===== src/rtl/ht16k33_pkg.sv =====
// Shared constants for the HT16K33-style I2C target and its master-side driver.
package ht16k33_pkg;

    localparam logic [6:0] DefaultAddr = 7'h70;

    // Upper nibble of a command byte
    localparam logic [3:0] CmdRamPtr = 4'h0;
    localparam logic [3:0] CmdOsc    = 4'h2;
    localparam logic [3:0] CmdDisp   = 4'h8;
    localparam logic [3:0] CmdDim    = 4'hE;

    typedef enum logic [3:0] {
        StIdle,
        StAddr,
        StAddrAck,
        StCmd,
        StData,
        StWrAck,
        StRdByte,
        StRdAck,
        StIgnore
    } state_e;

endpackage


===== src/rtl/i2c_bus_sync.sv =====
// Two-flop synchronizers for SCL/SDA plus SCL edge and START/STOP detection.
module i2c_bus_sync (
    input  logic clk,
    input  logic rst,
    input  logic scl_in,
    input  logic sda_in,
    output logic sda,
    output logic scl_rise,
    output logic scl_fall,
    output logic bus_start,
    output logic bus_stop
);

    logic [1:0] scl_sync_q;
    logic [1:0] sda_sync_q;
    logic       scl_prev_q;
    logic       sda_prev_q;
    logic       scl;

    always_ff @(posedge clk or posedge rst) begin
        if (rst) begin
            scl_sync_q <= 2'b11;
            sda_sync_q <= 2'b11;
            scl_prev_q <= 1'b1;
            sda_prev_q <= 1'b1;
        end else begin
            scl_sync_q <= {scl_sync_q[0], scl_in};
            sda_sync_q <= {sda_sync_q[0], sda_in};
            scl_prev_q <= scl_sync_q[1];
            sda_prev_q <= sda_sync_q[1];
        end
    end

    assign scl       = scl_sync_q[1];
    assign sda       = sda_sync_q[1];
    assign scl_rise  = scl & ~scl_prev_q;
    assign scl_fall  = ~scl & scl_prev_q;
    // SDA may only move while SCL is high for a START/STOP
    assign bus_start = scl & scl_prev_q & sda_prev_q & ~sda;
    assign bus_stop  = scl & scl_prev_q & ~sda_prev_q & sda;

endmodule


===== src/rtl/ht16k33_target.sv =====
// I2C target for an HT16K33-style display controller: command decode and 16x8 display RAM.
module ht16k33_target
    import ht16k33_pkg::*;
#(
    parameter logic [6:0] DEV_ADDR = DefaultAddr
) (
    input  logic       clk,
    input  logic       rst,
    input  logic       scl_in,
    input  logic       sda_in,
    output logic       sda_oe,
    output logic       osc_on,
    output logic       disp_on,
    output logic [1:0] blink,
    output logic [3:0] dim,
    input  logic [3:0] rd_addr,
    output logic [7:0] rd_data,
    output logic       cmd_stb
);

    logic sda, scl_rise, scl_fall, bus_start, bus_stop;

    i2c_bus_sync u_sync (
        .clk      (clk),
        .rst      (rst),
        .scl_in   (scl_in),
        .sda_in   (sda_in),
        .sda      (sda),
        .scl_rise (scl_rise),
        .scl_fall (scl_fall),
        .bus_start(bus_start),
        .bus_stop (bus_stop)
    );

    state_e     state_q, state_d;
    logic [3:0] bit_cnt_q, bit_cnt_d;
    logic [6:0] rx_q, rx_d;
    logic [7:0] tx_q, tx_d;
    logic [3:0] ptr_q, ptr_d;
    logic       sda_oe_q, sda_oe_d;
    logic       osc_q, osc_d;
    logic       disp_q, disp_d;
    logic [1:0] blink_q, blink_d;
    logic [3:0] dim_q, dim_d;
    logic       stb_q, stb_d;
    logic       to_data_q, to_data_d;
    logic       ram_we;
    logic [7:0] ram_q [16];

    logic [7:0] rx_byte;
    logic [7:0] rd_byte;
    logic       byte_done;

    assign rx_byte   = {rx_q, sda};
    assign rd_byte   = ram_q[ptr_q];
    assign byte_done = scl_rise && (bit_cnt_q == 4'd7);

    always_comb begin
        state_d   = state_q;
        bit_cnt_d = bit_cnt_q;
        rx_d      = rx_q;
        tx_d      = tx_q;
        ptr_d     = ptr_q;
        sda_oe_d  = sda_oe_q;
        osc_d     = osc_q;
        disp_d    = disp_q;
        blink_d   = blink_q;
        dim_d     = dim_q;
        to_data_d = to_data_q;
        stb_d     = 1'b0;
        ram_we    = 1'b0;

        if (bus_stop || bus_start) begin
            // Any partial byte is dropped; nothing is committed before the 8th bit
            state_d   = bus_start ? StAddr : StIdle;
            bit_cnt_d = 4'd0;
            sda_oe_d  = 1'b0;
        end else begin
            if (scl_rise && (state_q inside {StAddr, StCmd, StData})) begin
                rx_d      = rx_byte[6:0];
                bit_cnt_d = byte_done ? 4'd0 : bit_cnt_q + 4'd1;
            end
            unique case (state_q)
                StIdle, StIgnore: ;
                StAddr: begin
                    if (byte_done) state_d = (rx_byte[7:1] == DEV_ADDR) ? StAddrAck : StIgnore;
                end
                StCmd: begin
                    if (byte_done) begin
                        stb_d     = 1'b1;
                        state_d   = StWrAck;
                        to_data_d = 1'b0;
                        case (rx_byte[7:4])
                            CmdRamPtr: begin
                                ptr_d     = rx_byte[3:0];
                                to_data_d = 1'b1;
                            end
                            CmdOsc:  if (rx_byte[3:1] == 3'b000) osc_d = rx_byte[0];
                            CmdDisp: begin
                                if (!rx_byte[3]) begin
                                    disp_d  = rx_byte[0];
                                    blink_d = rx_byte[2:1];
                                end
                            end
                            CmdDim:  dim_d = rx_byte[3:0];
                            default: ;
                        endcase
                    end
                end
                StData: begin
                    if (byte_done) begin
                        ram_we  = 1'b1;
                        ptr_d   = ptr_q + 4'd1;
                        state_d = StWrAck;
                    end
                end
                // bit_cnt 0: ACK not yet driven; 1: ACK on the bus
                StAddrAck: begin
                    if (scl_fall) begin
                        if (bit_cnt_q == 4'd0) begin
                            sda_oe_d  = 1'b1;
                            bit_cnt_d = 4'd1;
                        end else if (rx_q[0]) begin
                            tx_d      = rd_byte;
                            sda_oe_d  = ~rd_byte[7];
                            bit_cnt_d = 4'd0;
                            state_d   = StRdByte;
                        end else begin
                            sda_oe_d  = 1'b0;
                            bit_cnt_d = 4'd0;
                            state_d   = StCmd;
                        end
                    end
                end
                StWrAck: begin
                    if (scl_fall) begin
                        if (bit_cnt_q == 4'd0) begin
                            sda_oe_d  = 1'b1;
                            bit_cnt_d = 4'd1;
                        end else begin
                            sda_oe_d  = 1'b0;
                            bit_cnt_d = 4'd0;
                            state_d   = to_data_q ? StData : StCmd;
                        end
                    end
                end
                StRdByte: begin
                    if (scl_rise) begin
                        bit_cnt_d = bit_cnt_q + 4'd1;
                    end else if (scl_fall && (bit_cnt_q == 4'd8)) begin
                        sda_oe_d  = 1'b0;
                        bit_cnt_d = 4'd0;
                        state_d   = StRdAck;
                    end else if (scl_fall && (bit_cnt_q != 4'd0)) begin
                        tx_d     = tx_q << 1;
                        sda_oe_d = ~tx_d[7];
                    end
                end
                StRdAck: begin
                    if (scl_rise) begin
                        if (sda) begin
                            state_d = StIgnore;
                        end else begin
                            ptr_d     = ptr_q + 4'd1;
                            bit_cnt_d = 4'd1;
                        end
                    end else if (scl_fall && (bit_cnt_q == 4'd1)) begin
                        tx_d      = rd_byte;
                        sda_oe_d  = ~rd_byte[7];
                        bit_cnt_d = 4'd0;
                        state_d   = StRdByte;
                    end
                end
                default: state_d = StIdle;
            endcase
        end
    end

    always_ff @(posedge clk or posedge rst) begin
        if (rst) begin
            state_q   <= StIdle;
            bit_cnt_q <= 4'd0;
            rx_q      <= 7'd0;
            tx_q      <= 8'd0;
            ptr_q     <= 4'd0;
            sda_oe_q  <= 1'b0;
            osc_q     <= 1'b0;
            disp_q    <= 1'b0;
            blink_q   <= 2'b00;
            dim_q     <= 4'hF;
            stb_q     <= 1'b0;
            to_data_q <= 1'b0;
        end else begin
            state_q   <= state_d;
            bit_cnt_q <= bit_cnt_d;
            rx_q      <= rx_d;
            tx_q      <= tx_d;
            ptr_q     <= ptr_d;
            sda_oe_q  <= sda_oe_d;
            osc_q     <= osc_d;
            disp_q    <= disp_d;
            blink_q   <= blink_d;
            dim_q     <= dim_d;
            stb_q     <= stb_d;
            to_data_q <= to_data_d;
        end
    end

    // Display RAM keeps its contents across reset
    always_ff @(posedge clk) begin
        if (ram_we) ram_q[ptr_q] <= rx_byte;
    end

    assign rd_data = ram_q[rd_addr];
    assign sda_oe  = sda_oe_q;
    assign osc_on  = osc_q;
    assign disp_on = disp_q;
    assign blink   = blink_q;
    assign dim     = dim_q;
    assign cmd_stb = stb_q;

endmodule


===== config.mk =====
export PLATFORM = sky130hd
export DESIGN_NAME = ht16k33_target
export DESIGN_NICKNAME = d
export VERILOG_FILES = /design/src/rtl/ht16k33_pkg.sv /design/src/rtl/i2c_bus_sync.sv /design/src/rtl/ht16k33_target.sv
export SDC_FILE = /design/constraint.sdc
export NUM_CORES = 1
export LEC_CHECK = 0
export CAP_MARGIN = 20
export CORE_MARGIN = 3
export CORE_UTILIZATION = 60
export DETAILED_ROUTE_END_ITERATION = 8
export GPL_TIMING_DRIVEN = 0
export PLACE_DENSITY = 0.77
export SLEW_MARGIN = 25
export SYNTH_ARGS = -nofsm -noshare
export SYNTH_HDL_FRONTEND = slang
export SYNTH_SLANG_ARGS = --single-unit
export TNS_END_PERCENT = 1

===== constraint.sdc =====
create_clock -name clk -period 3.6 [get_ports clk]
set_input_delay 0.9 -clock clk [delete_from_list [all_inputs] [get_ports clk]]
set_output_delay 0.9 -clock clk [all_outputs]
set_load 0.005 [all_outputs]

## After elaboration in Yosys (flattened, before gate mapping)

Memories as Yosys holds them, arrays and structs flattened.
Cells that the tools add are included.

| word-level totals | value |
|---|---|
| flip-flop bits (word level) | 43 |
| memory bits (writable) | 128 |
| input bits | 8 |
| output and inout bits | 18 |
| logic and storage cells | 166 |
| memories kept | 1 |

| cells by class | value |
|---|---|
| add/sub/neg operators | 2 |
| eq/ne operators | 42 |
| muxes and demuxes | 63 |
| bitwise logic cells | 15 |
| reduce and logical (&&, ||, !) cells | 27 |

Memory list:

| memory | words | width | read ports | clocked after memory_dff | wr ports | RTL line | source |
|---|---|---|---|---|---|---|---|
| ram_q | 16 | 8 | 2 | 0 | 1 | ht16k33_target.sv:48 | `logic [7:0] ram_q [16];` |

Operators by type and width:

| operator | number |
|---|---|
| $mux 4 | 27 |
| $mux 7 | 8 |
| $pmux 4 s7 | 1 |
| $ne 3x3->1 const B | 9 |
| $ne 2x2->1 const B | 13 |
| $pmux 4 s3 | 2 |
| $mux 1 | 21 |
| $pmux 7 s3 | 1 |
| $eq 4x3->1 const B | 5 |
| $eq 4x4->1 const B | 4 |
| $reduce_and 7->1 | 2 |
| $eq 4x2->1 const B | 3 |
| $logic_not 4->1 | 3 |
| $reduce_and 11->1 | 1 |
| $reduce_and 10->1 | 1 |
| $reduce_and 5->1 | 2 |
| $reduce_bool 3->1 | 3 |
| $add 4x1->4 const B | 2 |
| $eq 4x1->1 const B | 2 |
| $ne 4x4->1 const B | 2 |
| $not 1->1 | 8 |
| $and 1x1->1 | 7 |
| $eq 7x7->1 const B | 1 |
| $mux 3 | 2 |
| 13 further kinds | 19 |

## Longest topological paths before layout

Gate-level depths: netlist of the first run.

| logic depth | value |
|---|---|
| word-level depth | 9 |
| depth in mapped cells | 8 |
| depth with buffers taken out | 7 |

## Cells and area by module

A second synthesis of the first run with hierarchy kept.

| second synthesis, totals | value |
|---|---|
| cell total of the unflattened synthesis | 552 |
| area total of the unflattened synthesis | 8503.2 um^2 |

Modules (own cells, without submodules):

| module | times used | cells an instance | area an instance (um^2) | sequential area each (um^2) |
|---|---|---|---|---|
| ht16k33_target | 1 | 541 | 8309.2 | 4774.6 |
| i2c_bus_sync | 1 | 11 | 193.9 | 157.7 |

## Worst setup path before layout of the first run

No wires, ideal clock.

| path | value |
|---|---|
| path kind | input-to-output |
| from | input port rd_addr[0] |
| to | output port rd_data[0] |
| arrival | 2.413 ns |
| data required time | 2.700 ns |
| slack | 0.287 ns |
| stages | 4 |
| buffers on the path | 2 |
| cells stage by stage | clkbuf_1 -> buf_2 -> mux4_2 -> mux4_2 |

| on the way | value |
|---|---|
| cells in the longest elaborated chain, start to end | 1 |

Ends and longest elaborated chain:

| item | RTL line | source |
|---|---|---|
| from (decl) | ht16k33_target.sv:16 | `input logic [3:0] rd_addr,` |
| $mem_v2 16x8 | -- |  |
| to (decl) | ht16k33_target.sv:17 | `output logic [7:0] rd_data,` |

No other way between the ends.

## Final worst setup path of the first run

| path | value |
|---|---|
| from | input port rd_addr[0] |
| to | output port rd_data[2] |

The elaborated chain is that of the path after synthesis.

==> results.txt, run 1 <==
Outcome -> complete, no violations
Post-Route WL -> 22.25 mm
Sw frac -> 0.2243
Leakage -> 3.367 nW
Fmax -> 283.7 MHz
Library cells used by synthesis -> 67
CP startpoint -> rd_addr[0]
Top-area cell type share of the netlist area -> 0.4480
Async SR Flop Fraction -> 0.2515
Tot Pwr -> 4.123 mW
Core area -> 0.01393 sq mm
Crit path arrival time -> 2.62 ns
Final Wtd Congestion -> 0.9732
RSZ-0062 raised after global routing -> false
Slowest-stage cell, CP -> mux4_2
Register area -> 0.004932 sq mm
Maximum capacitance violations -> 0
Post-synth top flop -> edfxtp_1
Multi-input gate area -> 0.003398 sq mm
Initial antenna violation count -> 0
Clock sink count -> 171
Max clock buf depth -> 2
Worst setup SP type -> input pin
Post-DP HPWL -> 14.76 mm
Delay-heaviest family, CP -> multiplexers
Placed Cells incl. Taps -> 777
CTS tree -> built
Layout Skew -> 0.007486 ns
Hold Violations, Final -> 0
Die Height -> 125.6 um
Die area -> 0.01577 sq mm
Crit path required time -> 2.70 ns
Final cell count without fillers -> 810
Nets -> 632
Syn_nets -> 589
Initial Util -> 0.6157
DIE WIDTH -> 125.6 um
Least-Margin Pin Slew -> 1.054 ns
R2R setup slack -> 0.62 ns
Setup WS post-layout -> 0.07573 ns
Post-DR wirelength/cell -> 27.47 um
TritonRoute pass-1 iters -> 5
Area contributors post-synth -> edfxtp_1 (45%), mux4_2 (18%), dfrtp_1 (9.6%), dfstp_2 (3.1%), nand2_1 (2.7%)
Yosys warns -> 0
Slew HR -> 0.2948
Post-CTS Setup Inserts -> 0
Fill cell count -> 888
Global-route wire length before repair -> 34.53 mm
Number of diodes -> 0
CP Buf/Inv Count -> 3
# port buffers -> 22
Mapped Area -> 0.008579 sq mm
H-tree depth -> 4
Cts bufs inserted -> 17
Antenna-violating nets left -> 0
Critical Path End Type -> output pin
Power Internal -> 3.198 mW
Combinational power share -> 0.049
Critical path destination -> rd_data[2]
Crit-path max FO -> 6
Worst path most repeated cell -> mux4_2
Yosys reg bits -> 171
Worst r2r path cells -> 6
RR Endpoint -> ram_q[7][1]$_DFFE_PP_
P per Cell Area -> 423.5 mW/mm^2
Largest net degree at the start of global routing -> 28
EDFF count, synth -> 128
Share of cells above drive strength 1 -> 0.2746
Min cycle time layout -> 3.524 ns
Slowest stage delay, CP -> 0.50 ns
Share of power burned in registers -> 0.528
Worst Path Class, Setup -> input pin to output pin
Area delta synth->final -> 13.48%
Fin Hold WS -> 0.3546 ns
Worst vdd ir -> 406.8 uV
Setup violators final -> 0
DP Worst Slack -> -0.8830 ns
Launching point of the worst reg2reg path -> state_q[2]$_DFFE_PP0P_
Clk_lat worst skew -> 0.43 ns
Final period utilization -> 0.9790
Crit path depth -> 5
Gr ovfl total -> 0
Seq/Total Area, Yosys -> 0.5749
I/O Pins -> 26
Slew Viols, Final -> 0
Power share of the clock group -> 0.422
Switching Power -> 0.9249 mW
DRC -> 0
Yosys top cell by area -> edfxtp_1
Post-CTS Hold Buffers -> 0
First DRT Iteration DRCs -> 895
Vias in the first global route -> 5763
Synth Instances -> 574
Root buffer cell -> clkbuf_16
Hold Crit Class -> flop to flop
Worst-path clk slew -> 0.07 ns
Gr usage total -> 0.2948
Post-Synthesis Mean Instance Area -> 14.95 sq um
Via count -> 5753
Site Rows -> 43
Vias per cell -> 7.102
Worst-path cell chain -> clkbuf_8 > bufbuf_16 > mux4_2 > mux4_2 > dlygate4sd2_1
layout make-up:
type,count,share of cell area
Sequential cell,171,0.5066
Multi-Input combinational cell,354,0.3491
Clock buffer,18,0.04408
Buffer,38,0.03059
Timing Repair Buffer,24,0.02789
Tap cell,180,0.02313
Clock inverter,14,0.01439
Inverter,11,0.004241
cell usage in the layout (no fill, tap or decap), types with 5 or more instances in the layout:
cell             count
edfxtp_1           128
mux4_2              70
nand2_1             62
nor2_1              39
dfrtp_1             33
clkbuf_16           17
a21oi_1             15
o21ai_0             13
clkdlybuf4s50_1     13
nand3_1             12
nand2b_1            12
clkbuf_1            11
mux2_2              11
inv_1               10
dfstp_2             10
buf_2                9
nor3_1               9
dlygate4sd2_1        8
mux2i_1              7
mux2_4               7
ha_1                 7
clkbuf_8             6
nand3b_1             5
a211oi_1             5
o211ai_1             5
a22oi_1              5
per-layer routing:
layer  share of wire  vias up  track usage
li1                -     2376            -
met1            0.39     2923       0.4202
met2            0.48      399       0.4588
met3            0.10       55      0.06835
met4           0.027        0      0.09630
met5               0        -            0
how the worst min path moves through the flow:
stage | from | end | slack [ns] | depth (start not counted)
6_report | u_sync.scl_sync_q[0]$_DFF_PP1_ | u_sync.scl_sync_q[1]$_DFF_PP1_ | 0.35 | 0
5_1_grt | u_sync.sda_sync_q[0]$_DFF_PP1_ | u_sync.sda_sync_q[1]$_DFF_PP1_ | 0.36 | 0
4_1_cts | u_sync.scl_sync_q[0]$_DFF_PP1_ | u_sync.scl_sync_q[1]$_DFF_PP1_ | 0.36 | 0
3_5_place_dp | u_sync.sda_sync_q[0]$_DFF_PP1_ | u_sync.sda_sync_q[1]$_DFF_PP1_ | 0.35 | 0
3_3_place_gp | u_sync.scl_sync_q[0]$_DFF_PP1_ | u_sync.scl_sync_q[1]$_DFF_PP1_ | 0.35 | 0
2_1_floorplan | u_sync.scl_sync_q[0]$_DFF_PP1_ | u_sync.scl_sync_q[1]$_DFF_PP1_ | 0.35 | 0
synthesized netlist by cell type (4+ instances only):
| library cell | number |
|---|---|
| edfxtp_1 | 128 |
| mux4_2 | 70 |
| nand2_1 | 62 |
| nor2_1 | 41 |
| dfrtp_1 | 33 |
| a21oi_1 | 15 |
| clkbuf_1 | 14 |
| o21ai_0 | 13 |
| buf_2 | 12 |
| nand2b_1 | 12 |
| nand3_1 | 12 |
| inv_1 | 11 |
| mux2_2 | 11 |
| dfstp_2 | 10 |
| nor3_1 | 9 |
| ha_1 | 7 |
| mux2_4 | 7 |
| mux2i_1 | 7 |
| a211oi_1 | 5 |
| a22oi_1 | 5 |
| nand3b_1 | 5 |
| o211ai_1 | 5 |
| o22ai_1 | 4 |
| o31ai_1 | 4 |
stage by stage:
step	TNS, ns	util	instance area (sq um)
after CTS	0	0.6983	9731
after global placement	-6.154	0.6477	9025
after global routing	0	0.6987	9736
after detailed placement	-6.734	0.6496	9052
after floorplan	0	-	8579
final	0	0.6987	9736
timing repair:
item	4_1_cts	5_1_grt
setup endpoints to repair	8	0
endpoints found under the hold margin	0	0
gates resized for setup	35	0
registers in the layout (all words and copies together) (netlist names), 2 cells and up:
register and cells:
blink 2, rx_q 7, state_q 4, bit_cnt_q 4
dim 4, ram_q 128, tx_q 7, u_sync.scl_sync_q 2
ptr_q 4, u_sync.sda_sync_q 2
power groups by stage:
stage / Sequential [mW] / Combinational (mW) / Clock, mW
after floorplan: 2.20 / 0.127 / 0
after global placement: 2.22 / 0.178 / 0
after detailed placement: 2.22 / 0.184 / 0
after CTS: 2.18 / 0.202 / 1.75
after global routing: 2.18 / 0.219 / 1.85
final: 2.18 / 0.203 / 1.74
kinds of logic after synthesis:
group                      count (synthesis)  share of synthesized area
AOI/OAI and AO/OA                         80                    0.06680
xor gates and xnor gates                   1                   0.001021
adders and majority gates                  7                    0.01021
buffers and inverters                     49                    0.02960
DFF                                      171                     0.5749
muxes                                     95                     0.2186
and+or+nand+nor                          171                    0.09888
Note: power is estimated with default switching activity, not from simulation.
==> run 2: changes to the inputs <==
- DONT_BUFFER_PORTS: not set -> 1
- PLACE_DENSITY: 0.77 -> 0.75
==> run 2 against run 1 <==
First-iteration DRC count down 5.0%. Register-to-register slack worse by 0.03 ns. Critical path depth is 2 lower. Via count fell by 4.4%. Fmax increased by 1.5%. Global-route usage is 1.0 points lower. Core utilization decreased by 2.4 points. Count of clock-buffer cells in the layout fell by 1. Cell area down 3.4%. Combinational power decreased by 12%. Clock power about the same. Sequential power about the same. Critical path type unchanged. Critical endpoint unchanged.
==> results.txt, run 2 (synthesis results as in run 1) <==
Outcome -> complete, no violations
Cts bufs inserted -> 17
Layout Utilization -> 0.6746
Final instance area -> 0.009400 sq mm
CP Buf/Inv Count -> 1
Crit path arrival time -> 2.57 ns
Largest net degree at the start of global routing -> 24
Core area -> 0.01393 sq mm
RSZ-0062 raised after global routing -> false
First DRT Iteration DRCs -> 850
Worst path most repeated cell -> mux4_2
Nets -> 609
Clock sink count -> 171
Setup violators final -> 0
DIE WIDTH -> 125.6 um
Clk_lat worst skew -> 0.43 ns
Fill cell count -> 957
Gr usage total -> 0.2845
H-tree depth -> 4
Worst-path cell chain -> clkbuf_1 > mux4_2 > mux4_2
Slowest stage delay, CP -> 0.68 ns
Worst r2r path cells -> 6
Most frequent cells in the layout -> edfxtp_1 (128), mux4_2 (70), nand2_1 (62)
Leading cell type in the layout, fill and taps excluded -> edfxtp_1
Vias in the first global route -> 5537
Hold Crit Class -> flop to flop
Post-DP HPWL -> 14.81 mm
Setup WS post-layout -> 0.1279 ns
Placed cell areas -> 0.008832 sq mm
Die area -> 0.01577 sq mm
Worst Path Class, Setup -> input pin to output pin
Post-CTS Hold Buffers -> 0
Global-route wire length before repair -> 33.23 mm
Least-Margin Pin Slew -> 1.084 ns
Maximum capacitance violations -> 0
Launching point of the worst reg2reg path -> state_q[0]$_DFFE_PP0P_
Initial Util -> 0.6157
Number of diodes -> 0
Crit-path max FO -> 10
Worst setup SP type -> input pin
Hold path cells -> 0
Vias per cell -> 7.014
P per Cell Area -> 434.3 mW/mm^2
Share of cells above drive strength 1 -> 0.2682
Fmax -> 288.0 MHz
Via count -> 5499
Antenna-violating nets left -> 0
Tot Pwr -> 4.082 mW
DRC -> 0
Min cycle time layout -> 3.472 ns
Root buffer cell -> clkbuf_16
Slew HR -> 0.2747
CTS tree -> built
Layout Skew -> 0.01242 ns
Delay-heaviest family, CP -> multiplexers
Die Height -> 125.6 um
Critical Path End Type -> output pin
Hold wc startpoint -> u_sync.sda_sync_q[0]$_DFF_PP1_
# port buffers -> 0
Worst-path clk slew -> 0.06 ns
Fin Hold WS -> 0.3559 ns
Post-CTS Setup Inserts -> 0
Post-DR wirelength/cell -> 27.30 um
Largest registers -> ram_q x128, rx_q x7, tx_q x7
Hold Violations, Final -> 0
Final Wtd Congestion -> 0.9531
RR Endpoint -> ram_q[13][4]$_DFFE_PP_
Slew Viols, Final -> 0
Post-Route WL -> 21.41 mm
Leakage -> 3.217 nW
Hold worst-path end -> u_sync.sda_sync_q[1]$_DFF_PP1_
I/O Pins -> 26
Max clock buf depth -> 2
Initial antenna violation count -> 0
TritonRoute pass-1 iters -> 5
Register area -> 0.004932 sq mm
Final period utilization -> 0.9645
Largest reg by FF count -> ram_q
Site Rows -> 43
Slowest-stage cell, CP -> clkbuf_1
DP Worst Slack -> -0.09062 ns
Area delta synth->final -> 9.567%
Max reg flops -> 128
Multi-input gate area -> 0.003396 sq mm
Worst vdd ir -> 319.5 uV
R2R setup slack -> 0.59 ns
Gr ovfl total -> 0
Crit path required time -> 2.70 ns
[run 2: final cells by class]
| class | count | area share |
|---|---|---|
| timing repair buffer | 1 | 0.002928 |
| multi-input combinational | 354 | 0.3612 |
| tap | 180 | 0.02396 |
| inverter | 11 | 0.004392 |
| clock inverter | 12 | 0.01318 |
| sequential | 171 | 0.5247 |
| clock buffer | 17 | 0.04525 |
| buffer | 38 | 0.02436 |
[run 2: metrics by stage]
step,cells,setup TNS [ns]
after detailed placement,755,-0.6215
after global routing,784,0
after floorplan,574,0
after global placement,754,-0.007862
after CTS,784,0
final,784,0
[run 2: worst max path at each step]
stage	startpoint	end	slack, ns	cells after the start
floorplan	rd_addr[0]	rd_data[0]	0.29	4
global placement	rd_addr[0]	rd_data[2]	-0.008	4
detailed placement	rd_addr[0]	rd_data[2]	-0.09	4
CTS	rd_addr[0]	rd_data[7]	0.03	4
global route	rd_addr[1]	rd_data[2]	0.15	3
finish	rd_addr[1]	rd_data[2]	0.13	3
[run 2: worst reg2reg max path, delay by kind of cell (launching register included)]
kind                   cells  cell delay [ns]
AND/OR/NAND/NOR            4             1.90
flip-flops                 1             0.39
buffers and inverters      2             0.34
[run 2: what timing repair did]
action,4_1_cts,5_1_grt
endpoints found under the hold margin,0,0
gates resized for setup,4,3
pin swaps,0,0
setup endpoints to repair,8,7
[run 2: where the power goes]
part	internal [mW]	switching, mW	total [mW]
Combinational	0.0708	0.109	0.179
Clock	1.01	0.717	1.72
Sequential	2.14	0.0369	2.18
Total	3.22	0.863	4.08
[run 2: routing by layer]
metal	vias up	track usage	wire length, um
met5	-	0	0
met2	312	0.4311	10360
met1	2820	0.4100	8580
met4	0	0.1071	518
li1	2323	-	-
met3	44	0.06621	1946
